File: src/rtl/alu.sv
// 32-bit MIPS ALU: combinational result and next-status word, plus a
// write-enabled status register cleared by a synchronous active-low reset.
module alu #(
   parameter int unsigned WIDTH = 32
) (
   input  logic             clk,
   input  logic             rst_n,
   input  logic [WIDTH-1:0] x,
   input  logic [WIDTH-1:0] y,
   input  logic [2:0]       ALUOp,
   input  logic [5:0]       shamt,
   input  logic [WIDTH-1:0] Flag,
   input  logic             FlagWr,
   output logic [WIDTH-1:0] ALUOut,
   output logic [WIDTH-1:0] NFlag,
   output logic [WIDTH-1:0] FlagQ
);

   localparam logic [2:0] OpAdd  = 3'b000;
   localparam logic [2:0] OpSub  = 3'b001;
   localparam logic [2:0] OpAnd  = 3'b010;
   localparam logic [2:0] OpOr   = 3'b011;
   localparam logic [2:0] OpLess = 3'b100;
   localparam logic [2:0] OpB    = 3'b101;
   localparam logic [2:0] OpSar  = 3'b110;
   localparam logic [2:0] OpSll  = 3'b111;

   logic [WIDTH-1:0] sum;
   logic [WIDTH-1:0] diff;
   logic             add_ovf;
   logic             sub_ovf;
   logic [WIDTH-1:0] flag_d;
   logic [WIDTH-1:0] flag_q;

   assign sum  = x + y;
   assign diff = x - y;

   // Signed overflow: result sign disagrees with x when operand signs permit it.
   assign add_ovf = (x[WIDTH-1] == y[WIDTH-1]) && (sum[WIDTH-1] != x[WIDTH-1]);
   assign sub_ovf = (x[WIDTH-1] != y[WIDTH-1]) && (diff[WIDTH-1] != x[WIDTH-1]);

   always_comb begin
      ALUOut = '0;
      NFlag  = Flag;
      case (ALUOp)
         OpAdd: begin
            ALUOut   = sum;
            NFlag[0] = add_ovf;
            NFlag[1] = (sum == '0);
         end
         OpSub: begin
            ALUOut   = diff;
            NFlag[0] = sub_ovf;
            NFlag[1] = (diff == '0);
         end
         OpAnd:  ALUOut = x & y;
         OpOr:   ALUOut = x | y;
         OpLess: ALUOut = {{(WIDTH-1){1'b0}}, ($signed(x) < $signed(y))};
         OpB:    ALUOut = y;
         OpSar:  ALUOut = $unsigned($signed(y) >>> x[4:0]);
         OpSll:  ALUOut = y << shamt[4:0];
         default: ALUOut = '0;
      endcase
   end

   assign flag_d = FlagWr ? NFlag : flag_q;

   always_ff @(posedge clk) begin
      if (!rst_n) begin
         flag_q <= '0;
      end else begin
         flag_q <= flag_d;
      end
   end

   assign FlagQ = flag_q;

endmodule

File: config.mk
export PLATFORM = sky130hd
export DESIGN_NAME = alu
export DESIGN_NICKNAME = d
export VERILOG_FILES = /design/src/rtl/alu.sv
export SDC_FILE = /design/constraint.sdc
export NUM_CORES = 1
export LEC_CHECK = 0
export BUFFER_PORTS_ARGS = -buffer_cell sky130_fd_sc_hd__buf_2
export CAP_MARGIN = 20
export CORE_ASPECT_RATIO = 1.4
export CORE_UTILIZATION = 50
export CTS_CLUSTER_DIAMETER = 150
export CTS_CLUSTER_SIZE = 14
export DETAILED_ROUTE_END_ITERATION = 12
export PLACE_DENSITY = 0.82
export REMOVE_ABC_BUFFERS = 1
export SETUP_SLACK_MARGIN = 0.4
export SLEW_MARGIN = 0
export SYNTH_ARGS = -nofsm -noshare
export SYNTH_HDL_FRONTEND = slang
export SYNTH_SLANG_ARGS = --single-unit
File: constraint.sdc
create_clock -name clk -period 5.65 [get_ports clk]
set_input_delay 0.2825 -clock clk [delete_from_list [all_inputs] [get_ports clk]]
set_output_delay 0.2825 -clock clk [all_outputs]
set_load 0.01 [all_outputs]
==> flow_summary.ini <==
[pwr]
p_leak_nw = 5.428
p_per_area_nw_per_um2 = 155.1
ir_worst_vdd_mv = 0.2397
p_total_mw = 1.890

[synth]
ys_seq_area_share_pct = 5.759
netlist_area_um2 = 11120
synth_cell_types = 80
avgSynthCellArea_um2 = 6.816
syn_inst = 1632
synth_edf_count = 0
synth_seq_cells = 32
ys_warn_count = 0
synthFlopType = dfxtp_1
async_reset_ff_share_pct = 0

[clocking]
clkLatencyLatePin_ns = 0.29
htreeDepth = 2
cts_buffers = 5
ctsResizeCount = 0
cts_setup_buffers = 0
cts_max_path_buffers = 2
cts_num_sinks = 32
clk_pin_slew_ns = 0.05
cts_tree = done
cts_root_buf = clkbuf_16
holdBufCountCts = 0

[sta]
slew_headroom_pct = 24.26
hold_violations = 0
maxSlewViolCount = 0
rsz0062_at_grt = false
skew_ns = 0
period_share_pct = 89.70
setup_viol = 0
post-route-min-period_ns = 5.068
layout_setup_ws_ns = 0.5819
fmax_mhz = 197.3
tightest_slew_ns = 1.136
fin_tns_setup_ns = 0

[finish]
drive_above_1_share_pct = 18.85
area_growth_pct = 9.516
largest_register_ffs = 32
final_nets = 1925

[die]
dieHeight_um = 178.5
coreArea_um2 = 21860
start_util_pct = 50.88
die_width_um = 128.1
io_pins = 204
rows = 64
fp.dieArea_um2 = 22860

[placement]
gp_congestion = 1.076
dpl_worst_slack_ns = 0.8918
io_buffers = 202
place_hpwl_um = 39230

[flow_run]
max_cap_violations = 0

[critical_path]
ff2ff_setup_slack_ns = 4.82
cp.arrival_ns = 4.79
cp-startpoint = y[13]
ff2ff_path_depth = 2
path_max_fanout = 15
start_kind = primary input
timing.rr.end = FlagQ[1]
cp-end-kind = output port
critPathKind = in -> out
required_ns = 5.37
r2r_start = FlagQ[1]

[global_route]
grt.total_usage_pct = 42.49
grt_max_degree = 44
antenna_found_initial = 1
grt_pass1_vias = 12580
grt_pass1_wl_um = 73260
overflow = 0

[routing]
routed_via_density = 6.821
firstDrtPassIters = 6
vias = 13770
postRouteAntennaNets = 0
wirelength_um = 49290
wl_per_cell_um = 24.43
first_iter_violations = 1817
drc_errors = 0

[hold_path]
hold_path_class = in -> reg
holdCritStartpoint = rst_n
min_delay_path_depth = 2
hold-path-endpoint = FlagQ[0]

[outcome]
outcome = completed
critical path, cell delays in order:
cell and delay (ns):
buf_2 0.20, inv_1 0.17, ha_1 0.68, nor2b_1 0.15
nor2_1 0.28, a21oi_1 0.15, a2111oi_1 0.95, nand2_1 0.29
a41oi_1 0.58, o21ai_0 0.14, a211oi_1 0.47, o21ai_0 0.16
nand2_1 0.13, buf_2 0.14
how the worst max path moves through the flow:
stage          cells after the start  slack (ns)   endpoint
6_report                          14        0.58  ALUOut[0]
3_3_place_gp                      13        0.92   NFlag[1]
5_1_grt                           13        0.45   NFlag[1]
4_1_cts                           13        0.88   NFlag[1]
3_5_place_dp                      13        0.89   NFlag[1]
2_1_floorplan                     12        1.82   NFlag[1]
final cells by class:
cell class	count	area (um^2)
antenna	2	5.005
clock inverter	1	5.005
tap	297	371.6
timing repair buffer	233	1244
fill	2191	9679
clock buffer	6	128.9
sequential	32	640.6
multi-input combinational	1344	9400
inverter	103	386.6
per-layer routing:
metal | GRT usage (%) | vias to the layer above | routed length (um)
met2 | 71.42 | 1052 | 22790
li1 | - | 6140 | -
met4 | 38.09 | 0 | 4993
met1 | 47.08 | 6307 | 17100
met3 | 5.009 | 266 | 4403
met5 | 0 | - | 0
cell usage in the layout (no fill, tap or decap), types with 26 or more instances in the layout:
| cell type | synthesis | layout |
|---|---|---|
| a21oi_1 | 177 | 177 |
| buf_2 | 4 | 202 |
| buf_4 | 30 | 31 |
| dfxtp_1 | 32 | 32 |
| ha_1 | 96 | 96 |
| inv_1 | 93 | 93 |
| mux2i_1 | 72 | 72 |
| mux4_2 | 46 | 46 |
| nand2_1 | 161 | 161 |
| nor2_1 | 184 | 183 |
| nor3_1 | 26 | 26 |
| o21ai_0 | 126 | 126 |
| xnor2_1 | 36 | 36 |
cell families (layout without fill, tap and decap cells):
logic type               Yosys count  after routing  synth area share (%)
adder cells (fa/ha/maj)           98             98                 11.16
buffers and inverters            256            343                 9.764
AO/OA/AOI/OAI                    572            572                 32.76
AND/OR/NAND/NOR                  505            505                 20.53
flip-flops                        32             32                 5.759
other                              0              2                     0
multiplexers                     128            128                 16.81
XOR/XNOR                          41             41                 3.228
through the flow:
stage	instance area (um^2)	util, %	std cells	hold slack, ns
2_1_floorplan	10420	-	1479	0.4000
3_3_place_gp	12040	55.09	2009	0.4682
3_5_place_dp	12040	55.09	2009	0.4793
4_1_cts	12180	55.70	2016	0.2171
5_1_grt	12180	55.71	2017	0.2280
6_report	12180	55.72	2018	0.2189
Yosys cell counts, drive strengths merged (13+ instances only):
library cell / n / area, um^2
buf: 51 / 316.6
a221oi: 14 / 122.6
nand3: 19 / 95.09
nand2: 161 / 604.3
nor4: 14 / 93.84
a21oi: 177 / 885.9
o21bai: 13 / 97.59
nor2: 184 / 690.7
nand2b: 15 / 93.84
nor2b: 13 / 81.33
a211oi: 26 / 205.2
clkbuf: 102 / 382.9
nor3: 26 / 130.1
o22ai: 25 / 156.4
xnor2: 36 / 315.3
o211ai: 25 / 187.7
inv: 100 / 375.4
o221ai: 14 / 122.6
o21ai: 140 / 700.7
dfxtp: 32 / 640.6
mux4: 46 / 1036
nand4: 15 / 93.84
mux2i: 72 / 720.7
a31oi: 18 / 112.6
ha: 96 / 1201
power by group:
group / switching [mW] / internal [mW] / total [mW] / leakage (nW)
Sequential: 0.00770 / 0.240 / 0.248 / 0.264
Clock: 0.0980 / 0.160 / 0.258 / 0.0667
Combinational: 0.892 / 0.492 / 1.38 / 5.10
Note: power is estimated with default switching activity, not from simulation.
